**config.mk**
```make
export PLATFORM = sky130hd
export DESIGN_NAME = bus_handshakes_pipe_slice_flat
export DESIGN_NICKNAME = d
export VERILOG_FILES = /design/src/rtl/bus_handshakes_pipe_slice_if.sv /design/src/rtl/bus_handshakes_pipe_slice.sv /design/src/flat_wrapper.sv
export SDC_FILE = /design/constraint.sdc
export NUM_CORES = 1
export LEC_CHECK = 0
export ABC_AREA = 1
export BUFFER_PORTS_ARGS = -buffer_cell sky130_fd_sc_hd__buf_2
export CAP_MARGIN = 15
export CORE_MARGIN = 4
export CORE_UTILIZATION = 45
export CTS_CLUSTER_SIZE = 12
export DETAILED_ROUTE_END_ITERATION = 6
export PLACE_DENSITY = 0.64
export RECOVER_POWER = 25
export SYNTH_ARGS = -nofsm -noshare
export SYNTH_HDL_FRONTEND = slang
export SYNTH_SLANG_ARGS = --single-unit
```
**constraint.sdc**
```tcl
create_clock -name clk -period 4.3 [get_ports clk]
set_input_delay 0.215 -clock clk [delete_from_list [all_inputs] [get_ports clk]]
set_output_delay 0.215 -clock clk [all_outputs]
set_load 0.005 [all_outputs]
```
**src/rtl/bus_handshakes_pipe_slice_if.sv**
```systemverilog
// bus_handshakes_pipe_slice_if: upstream/downstream handshake bundle with flush and occupancy
interface bus_handshakes_pipe_slice_if #(
    parameter int WIDTH = 9,
    parameter int STAGES = 2
);
    localparam int OW = $clog2(2 * STAGES + 1);
    logic flush;
    logic src_vaild;
    logic src_ready;
    logic [WIDTH-1:0] src_data_in;
    logic dst_vaild;
    logic dst_ready;
    logic [WIDTH-1:0] dst_data_out;
    logic [OW-1:0] occupancy;
    modport slave (
        input flush, src_vaild, src_data_in, dst_ready,
        output src_ready, dst_vaild, dst_data_out, occupancy
    );
    modport master (
        output flush, src_vaild, src_data_in, dst_ready,
        input src_ready, dst_vaild, dst_data_out, occupancy
    );
endinterface

```
**src/rtl/bus_handshakes_pipe_slice.sv**
```systemverilog
// bus_handshakes_pipe_slice: cascade of valid/ready register slices, selectable wire/forward/backward/full mode
module bus_handshakes_pipe_slice #(
    parameter int WIDTH = 9,
    parameter int STAGES = 2,
    parameter int MODE = 3
) (
    input logic clk,
    input logic s_rst,
    bus_handshakes_pipe_slice_if.slave bus
);
    localparam int OW = $clog2(2 * STAGES + 1);
    typedef enum logic [1:0] {EMPTY = 2'b00, ONE = 2'b01, TWO = 2'b11} state_t;

    logic [STAGES:0] v;
    logic [STAGES:0] r;
    logic [STAGES:0][WIDTH-1:0] d;
    logic [STAGES-1:0][1:0] cnt;

    assign v[0] = bus.src_vaild;
    assign d[0] = bus.src_data_in;
    assign bus.src_ready = r[0];
    assign bus.dst_vaild = v[STAGES];
    assign bus.dst_data_out = d[STAGES];
    assign r[STAGES] = bus.dst_ready;

    always_comb begin
        bus.occupancy = '0;
        for (int i = 0; i < STAGES; i++) bus.occupancy = bus.occupancy + OW'(cnt[i]);
    end

    for (genvar i = 0; i < STAGES; i++) begin : g_stage
        if (MODE == 0) begin : g_wire
            assign v[i+1] = v[i];
            assign d[i+1] = d[i];
            assign r[i] = r[i+1];
            assign cnt[i] = 2'd0;
        end else if (MODE == 1) begin : g_fwd
            logic full;
            logic rst_q;
            logic [WIDTH-1:0] data;
            // ready just follows downstream while coming out of reset
            assign r[i] = (s_rst || rst_q) ? r[i+1] : (r[i+1] || !full);
            assign v[i+1] = full;
            assign d[i+1] = data;
            assign cnt[i] = {1'b0, full};
            always_ff @(posedge clk) begin
                rst_q <= s_rst;
                if (s_rst) begin
                    full <= 1'b0;
                    data <= '0;
                end else if (bus.flush) begin
                    full <= 1'b0;
                end else if (r[i]) begin
                    full <= v[i];
                    if (v[i]) data <= d[i];
                end
            end
        end else if (MODE == 2) begin : g_bwd
            logic skid_v;
            logic rdy;
            logic nxt;
            logic [WIDTH-1:0] skid;
            assign r[i] = rdy;
            assign v[i+1] = skid_v || (v[i] && rdy);
            assign d[i+1] = skid_v ? skid : d[i];
            assign cnt[i] = {1'b0, skid_v};
            assign nxt = skid_v ? !r[i+1] : (v[i] && rdy && !r[i+1]);
            always_ff @(posedge clk) begin
                skid_v <= !s_rst && !bus.flush && nxt;
                rdy <= !s_rst && (bus.flush || !nxt);
                if (!skid_v && v[i] && rdy && !r[i+1]) skid <= d[i];
            end
        end else begin : g_full
            state_t state;
            state_t state_n;
            logic rdy;
            logic acc;
            logic [WIDTH-1:0] main;
            logic [WIDTH-1:0] skid;
            assign acc = v[i] && rdy;
            assign r[i] = rdy;
            assign v[i+1] = state[0];
            assign d[i+1] = main;
            assign cnt[i] = state[1] ? 2'd2 : {1'b0, state[0]};
            always_comb begin
                state_n = (s_rst || bus.flush) ? EMPTY :
                          (state == EMPTY) ? (acc ? ONE : EMPTY) :
                          (state == ONE) ? ((acc == r[i+1]) ? ONE : (acc ? TWO : EMPTY)) :
                          (r[i+1] ? ONE : TWO);
            end
            // ready is registered from the next state so it never depends on downstream combinationally
            always_ff @(posedge clk) begin
                state <= state_n;
                rdy <= !s_rst && state_n != TWO;
                if (s_rst) main <= '0;
                else if (state == TWO ? r[i+1] : acc && (state == EMPTY || r[i+1])) main <= (state == TWO) ? skid : d[i];
                if (state == ONE && acc && !r[i+1]) skid <= d[i];
            end
        end
    end
endmodule

```
**src/flat_wrapper.sv**
```systemverilog
// flat-port wrapper written by rule: the top's interface ports become plain ports
module bus_handshakes_pipe_slice_flat 
#(
    parameter int WIDTH = 9,
    parameter int STAGES = 2,
    parameter int MODE = 3
)
  (clk, s_rst, bus_flush, bus_src_vaild, bus_src_data_in, bus_dst_ready, bus_src_ready, bus_dst_vaild, bus_dst_data_out, bus_occupancy);
  bus_handshakes_pipe_slice_if #(.WIDTH(WIDTH), .STAGES(STAGES)) bus_i ();
  input logic clk;
  input logic s_rst;
  input wire logic [$bits(bus_i.flush)-1:0] bus_flush;
  input wire logic [$bits(bus_i.src_vaild)-1:0] bus_src_vaild;
  input wire logic [$bits(bus_i.src_data_in)-1:0] bus_src_data_in;
  input wire logic [$bits(bus_i.dst_ready)-1:0] bus_dst_ready;
  output wire logic [$bits(bus_i.src_ready)-1:0] bus_src_ready;
  output wire logic [$bits(bus_i.dst_vaild)-1:0] bus_dst_vaild;
  output wire logic [$bits(bus_i.dst_data_out)-1:0] bus_dst_data_out;
  output wire logic [$bits(bus_i.occupancy)-1:0] bus_occupancy;
  assign bus_i.flush = bus_flush;
  assign bus_i.src_vaild = bus_src_vaild;
  assign bus_i.src_data_in = bus_src_data_in;
  assign bus_i.dst_ready = bus_dst_ready;
  assign bus_src_ready = bus_i.src_ready;
  assign bus_dst_vaild = bus_i.dst_vaild;
  assign bus_dst_data_out = bus_i.dst_data_out;
  assign bus_occupancy = bus_i.occupancy;
  bus_handshakes_pipe_slice #(.WIDTH(WIDTH), .STAGES(STAGES), .MODE(MODE)) u_core (.clk(clk), .s_rst(s_rst), .bus(bus_i));
endmodule
```
==> reports/qor.txt, run 1 <==
Status: finished, final reports clean
GR Util met3: 0.0526
Seq/Total Area, Yosys: 0.548
DR WL/cell: 10.2 um
First-pass GRT wire length: 5.68 mm
Area of the core: 0.00400 sq mm
Power per cell area: 354 mW/mm^2
Layout area overhead: 13.1%
CP Data Arrival Time: 1.99 ns
Sequential share of power: 0.583
Largest stage delay on the critical path: 0.65 ns
Worst min path class: input port to flop
Share of layout cells above drive strength 1: 0.166
Slew Viols, Final: 0
TritonCTS Buffers: 5
Post-route cell area: 0.00211 sq mm
Crit-path max FO: 14
Postcts setup bufs: 0
Synth cell types: 19
Slowest CP cell: dfxtp_1
Startpoint type of the worst setup path: flop
Switching power total: 0.000169 W
Total gr overflow: 0
CTS tree: done
Worst r2r src: u_core.g_stage[0].g_full.state[0]
Setup TNS: 0 ns
R2r setup slk: 2.43 ns
Max-cap check violation count: 0
Most Used Layer, Global Route: met2
Clock Latency Late Sink: 0.29 ns
Clk slew on worst S/H paths: 0.07 ns
Syn Std Cell Area: 0.00186 sq mm
Yosys reg bits: 42
Initial antenna violation count: 0
Initial DRC Count: 88
Rows: 23
H-tree levels: 2
Clock sinks: 42
Die area: 0.00523 sq mm
Non-filler cells, final: 315
Worst path required time: 4.09 ns
Hold_sp: bus_src_data_in[4]
Buffers on Ports: 27
Final Power: 0.000746 W
Chip Height: 72.3 um
Post-route ant nets: 0
P_leak: 1.08 nW
Final Hold Violating Endpoints: 0
Via Count: 1399
Most common cell after layout, fill and taps aside: nand2_1
Die Span X: 72.3 um
Placed instance area: 0.00201 sq mm
Syn nets: 251
Tmin final: 2.20 ns
Area of the multi-input gates: 684 sq um
Syn Inst Count: 236
Placer Congestion: 0.733
Largest net degree at the start of global routing: 21
I/O pins: 28
Cells after DPL: 305
Sw frac: 0.227
Syn avg cell area: 7.89 sq um
Final Cycle Share: 0.513
RSZ-0062 raised after global routing: false
Hold buffer count at cts: 0
Vias/cell: 4.44
Final setup fails: 0
Comb pwr share: 0.071
Clock Tree Buf Depth: 2
Initial Util: 0.465
P_int: 0.000577 W
Top cell type's share of synthesized area: 0.290
Post-cts sizing count: 0
GR Util All Layers: 0.138
Cell chain of the critical path: inv_1, nor2_1, inv_1, nor2_1, fa_1, buf_2
DRT Wirelength: 3.21 mm
Antenna diodes: 0
Detailed Place HPWL: 2.21 mm
Worst R2R Path Depth: 5
Hold Crit Endpoint: u_core.g_stage[0].g_full.skid[4]
Critical path type: flop to output port
First-pass DRT Iterations: 4
Register Area: 0.00102 sq mm
M2 GR Usage: 0.213
RR Endpoint: u_core.g_stage[0].g_full.skid[2]
Synth area leaders: edfxtp_1 (29%), dfxtp_1 (26%), nand2_1 (16%)
Routing usage on met1: 0.175
Hold Path Cell Cnt: 1
VDD IR max: 0.000272 V
Worst Setup End Kind: output port
Clock Tree Root: clkbuf_8
Ys Warns: 0
Max-slew headroom: 0.569
Area leader, netlist: edfxtp_1
Utilization after layout: 0.526
Peak Freq: 0.454 GHz
Most frequent cells in the layout: nand2_1 (79), nor2_1 (42), inv_1 (27), buf_2 (26), dfxtp_1 (24)
Worst-margin pin slew: 0.645 ns
Final net count: 279
Clock power frac: 0.345
Final Skew: 0.00766 ns
Vias in the first global route: 1289
Drt drc: 0
Filler instances: 391
[routing by layer]
layer | part of all wire | up-vias
met2 | 0.43 | 38
met3 | 0.063 | 4
met5 | 0 | -
met4 | 0.0090 | 0
met1 | 0.50 | 581
li1 | - | 776
[state kept, by name, indices dropped and copies added (netlist names)]
signal / cells
u_core.g_stage.g_full.main: 9
u_core.bus.dst_data_out: 9
u_core.g_stage.g_full.rdy: 1
u_core.g_stage.g_full.state: 4
u_core.bus.src_ready: 1
u_core.g_stage.g_full.skid: 18
[power by group through the flow]
stage	sequential [W]	clock (W)	combinational, W
global route	0.000437	0.000282	0.0000650
detailed placement	0.000444	0	0.0000531
global placement	0.000444	0	0.0000530
CTS	0.000435	0.000266	0.0000538
floorplan	0.000442	0	0.0000395
finish	0.000435	0.000257	0.0000531
[synthesized netlist by cell type (all sizes together)]
cell type,number
xnor2,1
fa,1
dfxtp,24
a31oi,1
nand2,86
nor2,44
nand3,18
buf,7
inv,28
nor3,2
o21ai,5
clkbuf,1
edfxtp,18
[kinds of logic after synthesis]
family,Yosys count,synth area share
simple gates,150,0.333
buf+inv,36,0.0840
compound gates,6,0.0188
xor+xnor,1,0.00471
flops,42,0.548
fa+ha+maj,1,0.0108
[worst max-delay path by stage]
stage | start | to | slack [ns] | depth (start not counted)
3_3_place_gp | u_core.g_stage[0].g_full.state[0] | u_core.g_stage[0].g_full.skid[3] | 1.99 | 4
2_1_floorplan | u_core.g_stage[0].g_full.state[0] | u_core.g_stage[0].g_full.skid[0] | 2.52 | 4
5_1_grt | u_core.g_stage[0].g_full.state[0] | bus_occupancy[1] | 1.93 | 6
6_report | u_core.g_stage[0].g_full.state[0] | bus_occupancy[1] | 2.10 | 6
4_1_cts | u_core.g_stage[0].g_full.state[0] | u_core.g_stage[0].g_full.skid[0] | 1.99 | 4
3_5_place_dp | u_core.g_stage[0].g_full.state[0] | u_core.g_stage[0].g_full.skid[0] | 2.01 | 4
[layout make-up]
cell class,instances,share of cell area
clock buffers,7,0.0410
clock inverters,1,0.00238
inverters,28,0.0499
multi-input cells,158,0.325
flip-flops and latches,42,0.485
well taps,50,0.0297
repair buffers,29,0.0671
[per-stage QoR]
stage / setup slack [ns] / hold WS, ns
floorplan: 2.52 / 0.314
global placement: 1.99 / 0.405
detailed placement: 2.01 / 0.409
CTS: 1.99 / 0.100
global route: 1.93 / 0.0992
finish: 2.10 / 0.111
[critical path, delay by kind of cell (launching register included)]
family                     cells  cell delay [ns]
adders and majority gates      1             0.41
buffers and inverters          3             0.29
DFF                            1             0.65
and+or+nand+nor                2             0.33
No activity file was read; power rests on OpenSTA's default activity.
==> inputs of run 2 (changes only) <==
Clock period 4.3 ns to 2.2 ns, I/O delays scaled along.
==> run 2 against run 1 <==
  * First-iteration DRC count is 20% lower
  * Count of clock-buffer cells in the layout is 2 lower
  * Clock power is 130% higher
  * Core utilization is 3.1 points higher
  * Combinational power is 120% higher
  * Register-to-register slack worse by 1.8 ns
  * Highest routed layer unchanged
==> reports/qor.txt, run 2 (synthesis gave the netlist of run 1 again) <==
VDD IR max: 0.000376 V (+38%)
P_leak: 1.13 nW (+4.6%)
DRT Wirelength: 3.22 mm (+0.53%)
Max-slew headroom: 0.589 (+0.0199)
Worst-margin pin slew: 0.615 ns (-0.0298 ns)
Final Cycle Share: 0.858
Rows: 23 (unchanged)
Share of layout cells above drive strength 1: 0.159 (-0.00662)
Clock power frac: 0.380 (+0.035)
Area of the core: 0.00400 sq mm (unchanged)
P_int: 0.00122 W (+110%)
Startpoint type of the worst setup path: flop
Peak Freq: 0.530 GHz
Clock Tree Root: clkbuf_8
Clock sinks: 42 (unchanged)
Chip Height: 72.3 um (unchanged)
Drt drc: 0 (unchanged)
Final Hold Violating Endpoints: 0 (unchanged)
Tmin final: 1.89 ns
GR Util All Layers: 0.143 (+0.00508)
Worst Setup End Kind: output port
Final setup fails: 0 (unchanged)
WP buf/inv: 1 (-2)
DR WL/cell: 9.89 um (-2.9%)
Initial antenna violation count: 0 (unchanged)
Sequential share of power: 0.544 (-0.039)
Setup TNS: 0 ns (unchanged)
Worst path required time: 2.09 ns (-2.00 ns)
Die area: 0.00523 sq mm (unchanged)
Most frequent cells in the layout: nand2_1 (79), nor2_1 (42), inv_1 (27), dfxtp_1 (24), buf_2 (21)
Antenna diodes: 0 (unchanged)
Via Count: 1435 (+2.6%)
Final net count: 290 (+3.9%)
H-tree levels: 2 (unchanged)
First-pass GRT wire length: 5.73 mm (+0.86%)
Placer Congestion: 0.777 (+6.1%)
Vias in the first global route: 1303 (+1.1%)
Clock Latency Late Sink: 0.29 ns (about the same)
Switching power total: 0.000339 W (+100%)
Initial Util: 0.465 (unchanged)
Non-filler cells, final: 326 (+3.5%)
Post-route ant nets: 0 (unchanged)
Detailed Place HPWL: 2.21 mm (about the same)
TritonCTS Buffers: 5 (unchanged)
Crit-path max FO: 14 (unchanged)
Number of flip-flops under the largest register name: 18 (unchanged)
Postcts setup bufs: 0 (unchanged)
Slew Viols, Final: 0 (unchanged)
Cell chain of the critical path: nand2_1, nor2_1, fa_1, buf_2
Total gr overflow: 0 (unchanged)
Area of the multi-input gates: 684 sq um (unchanged)
Sw frac: 0.218 (-0.00896)
Most common cell after layout, fill and taps aside: nand2_1
Crit path max-delay family: flip-flops
Comb pwr share: 0.076 (+0.005)
Initial DRC Count: 70 (-20%)
Slowest CP cell: dfxtp_1
Final Skew: 0.00623 ns (-0.00143 ns)
Buffers on Ports: 27 (unchanged)
Vias/cell: 4.40 (-0.89%)
Filler instances: 380 (-2.8%)
CTS tree: done
Largest stage delay on the critical path: 0.60 ns (-0.05 ns)
I/O pins: 28 (unchanged)
First-pass DRT Iterations: 4 (unchanged)
Cells after DPL: 309 (+1.3%)
Layout area overhead: 19.8%
Status: finished, final reports clean
Register Area: 0.00102 sq mm (unchanged)
Max-cap check violation count: 0 (unchanged)
Reg with most FFs: u_core.g_stage.g_full.skid
Power per cell area: 699 mW/mm^2 (+97%)
Clk slew on worst S/H paths: 0.08 ns (about the same)
Largest net degree at the start of global routing: 21 (unchanged)
Die Span X: 72.3 um (unchanged)
CP Data Arrival Time: 1.78 ns (-0.21 ns)
Critical path type: flop to output port
RSZ-0062 raised after global routing: false
Clock Tree Buf Depth: 2 (unchanged)
Worst min path class: input port to flop
## run 2: cell types whose count changed in the layout (fill, tap and decap cells not counted), sizes merged
cell,delta
clkinv,+1
clkbuf,+1
dlygate4sd3,+9
bufinv,+1
buf,-1
## run 2: final timing paths
check | start | end | slack [ns] | cells past startpoint
hold reg to reg | u_core.g_stage[0].g_full.main[3] | u_core.g_stage[1].g_full.skid[3] | 0.47 | 0
setup / recovery | u_core.g_stage[1].g_full.state[0] | bus_occupancy[1] | 0.31 | 4
setup reg to reg | u_core.g_stage[1].g_full.state[1] | u_core.bus.dst_data_out[4] | 0.68 | 5
hold / removal | bus_flush | u_core.g_stage[0].g_full.state[1] | 0.11 | 4
## run 2: power groups by stage
stage	clock network (W)	logic, W	registers [W]
after global routing	0.000649	0.000140	0.000850
after detailed placement	0	0.000108	0.000866
after CTS	0.000617	0.000121	0.000848
after floorplan	0	0.0000773	0.000863
final	0.000592	0.000119	0.000847
after global placement	0	0.000108	0.000865
## run 2: per-layer routing
metal / vias to the layer above / track usage / wire (um)
met5: - / 0 / 0
met4: 0 / 0.0877 / 44
met3: 2 / 0.0457 / 167
met2: 25 / 0.215 / 1460
met1: 609 / 0.177 / 1550
li1: 799 / - / -
## run 2: worst min-delay path, delay by kind of cell
kind	cells	cell delay [ns]
and+or+nand+nor	3	0.18
buffers and inverters	1	0.07
## run 2: what timing repair did
action	4_1_cts	5_1_grt
resized for setup	0	0
hold buffers	9	0
endpoints found under the hold margin	9	0
## run 2: cell type report
class                   instances  share of cell area
flip-flops and latches         42               0.458
repair buffers                 40               0.111
clock inverters                 3              0.0180
multi-input cells             158               0.307
well taps                      50              0.0281
inverters                      28              0.0471
clock buffers                   5              0.0309
## run 2: metrics by stage
step                total power, W  instance area [sq um]  hold slack, ns  utilization  worst slack, ns
finish                     0.00156                   2230           0.111        0.557            0.311
global route               0.00164                   2230           0.139        0.557            0.164
CTS                        0.00159                   2240          0.0959        0.559            0.295
detailed placement        0.000974                   2040           0.304        0.510            0.633
global placement          0.000972                   2040           0.301        0.510            0.654
floorplan                 0.000940                   1860           0.209            -            0.424
==> inputs of run 3 (changes only) <==
Settings changed: CORE_ASPECT_RATIO from default to 2, SLEW_MARGIN from default to 20.
==> run 3 against run 2 <==
  * Clock skew decreased by 0.00083 ns
  * Critical path type unchanged
  * Highest routed layer unchanged
  * Largest cell class unchanged
  * Sequential cell count unchanged
  * Register-to-register slack got worse by 0.02 ns
==> reports/qor.txt, run 3 (synthesis gave the netlist of run 1 again) <==
Status: finished, final reports clean
Worst path required time: 2.09 ns (about the same)
GR Util All Layers: 0.140 (-0.00222)
Initial DRC Count: 25 (-64%)
CTS tree: done
DR WL met2: 1.73 mm (+18%)
Layout area overhead: 21.1%
Final Skew: 0.00540 ns (-0.000831 ns)
Clk slew on worst S/H paths: 0.08 ns (about the same)
Number of flip-flops under the largest register name: 18 (unchanged)
Setup WS post-layout: 0.298 ns (-0.0130 ns)
Clock Tree Root: clkbuf_8
TritonCTS Buffers: 5 (unchanged)
Startpoint type of the worst setup path: flop
Area of the core: 0.00392 sq mm (-1.9%)
Antenna diodes: 0 (unchanged)
I/O pins: 28 (unchanged)
Final setup fails: 0 (unchanged)
Vias/cell: 4.31 (-2.2%)
VDD IR max: 0.000595 V (+58%)
Initial Util: 0.474 (+0.00905)
Worst r2r src: u_core.g_stage[1].g_full.state[1]
RR Endpoint: u_core.bus.dst_data_out[4]
Utilization after layout: 0.575 (+0.0172)
Max-cap check violation count: 0 (unchanged)
Critical path type: flop to output port
R2r setup slk: 0.66 ns (-0.02 ns)
WL met1: 1.28 mm (-17%)
H-tree levels: 2 (unchanged)
Initial antenna violation count: 0 (unchanged)
Critical path launch point: u_core.g_stage[1].g_full.state[0]
Crit-path max FO: 14 (unchanged)
DR WL/cell: 9.81 um (-0.77%)
Worst min path class: input port to flop
Final net count: 290 (unchanged)
Worst R2R Path Depth: 5 (unchanged)
Via Count: 1408 (-1.9%)
Vias in the first global route: 1315 (+0.92%)
Tmin final: 1.90 ns (+0.0130 ns)
Slew Viols, Final: 0 (unchanged)
Max-slew headroom: 0.587 (-0.00211)
Most common cell after layout, fill and taps aside: nand2_1
Most frequent cells in the layout: nand2_1 (79), nor2_1 (42), inv_1 (27), dfxtp_1 (24), buf_2 (21)
Total gr overflow: 0 (unchanged)
Drt drc: 0 (unchanged)
Final Hold Violating Endpoints: 0 (unchanged)
CP Capture Point: bus_occupancy[1]
Worst-margin pin slew: 0.619 ns (+0.00317 ns)
RSZ-0062 raised after global routing: false
Post-route cell area: 0.00225 sq mm (+1.1%)
Die Span X: 53.5 um (-26%)
Top routing layer used: met4
Post-cts sizing count: 0 (unchanged)
Largest net degree at the start of global routing: 21 (unchanged)
CP Data Arrival Time: 1.79 ns (about the same)
Placer Congestion: 0.708 (-8.9%)
Post-route ant nets: 0 (unchanged)
Rows: 32 (+39%)
Power per cell area: 728 mW/mm^2 (+4.1%)
First-pass GRT wire length: 5.64 mm (-1.6%)
Setup slack at placement: 0.594 ns (-0.0385 ns)
First-pass DRT Iterations: 4 (unchanged)
Buffers on Ports: 27 (unchanged)
Worst Setup End Kind: output port
Clock Tree Buf Depth: 2 (unchanged)
Chip Height: 99.0 um (+37%)
Detailed Place HPWL: 2.23 mm (+0.76%)
Final Cycle Share: 0.864 (+0.00592)
Share of layout cells above drive strength 1: 0.159 (unchanged)
P_leak: 1.14 nW (+0.76%)
Routed wl met3: 130 um (-22%)
Setup TNS: 0 ns (unchanged)
Placed instance area: 0.00204 sq mm (about the same)
Peak Freq: 0.526 GHz (-0.68%)
Reg with most FFs: u_core.g_stage.g_full.skid
DRT Wirelength: 3.21 mm (-0.47%)
Die area: 0.00529 sq mm (+1.2%)
Clock Latency Late Sink: 0.29 ns (about the same)
Clock sinks: 42 (unchanged)
[run 3: timing repair]
item                      CTS  global route
buffers inserted            0             0
hold endpoints to repair    9             0
hold buffers                9             0
[run 3: worst min-delay path by stage]
stage / start / endpoint / slack [ns] / cells after the start
after floorplan: bus_src_data_in[0] / u_core.g_stage[0].g_full.skid[0] / 0.21 / 0
after global placement: bus_src_data_in[0] / u_core.g_stage[0].g_full.skid[0] / 0.30 / 1
after detailed placement: bus_src_data_in[6] / u_core.g_stage[0].g_full.skid[6] / 0.30 / 1
after CTS: bus_flush / u_core.g_stage[1].g_full.state[0] / 0.10 / 4
after global routing: bus_flush / u_core.g_stage[0].g_full.state[0] / 0.13 / 4
final: bus_flush / u_core.g_stage[1].g_full.state[0] / 0.12 / 4
[run 3: critical path, stage by stage (launching register included)]
cell and delay (ns):
dfxtp_1 0.61, nand2_1 0.19, nor2_1 0.16, fa_1 0.41
buf_2 0.14
[run 3: cell type report]
| type | count | area, sq um |
|---|---|---|
| clock buffer | 6 | 93.8 |
| clock inverter | 2 | 38.8 |
| fill | 399 | 1670 |
| inverter | 28 | 105 |
| multi-input combinational | 158 | 684 |
| sequential | 42 | 1020 |
| tap | 51 | 63.8 |
| timing repair buffer | 40 | 248 |
[run 3: through the flow]
stage | power (W) | instances | hold slack [ns]
floorplan | 0.000940 | 236 | 0.209
global placement | 0.000970 | 310 | 0.302
detailed placement | 0.000972 | 310 | 0.304
CTS | 0.00167 | 327 | 0.102
global route | 0.00171 | 327 | 0.130
finish | 0.00164 | 327 | 0.118
[run 3: layer usage]
layer	global-route usage	vias up
met2	0.245	22
met1	0.149	581
li1	-	799
met3	0.0363	6
met4	0.0669	0
met5	0	-
[run 3: power by group]
group	total (W)	internal, W	switching, W	leakage (nW)
Combinational	0.000119	0.0000518	0.0000674	0.710
Sequential	0.000846	0.000833	0.0000128	0.360
Clock	0.000676	0.000409	0.000267	0.0665
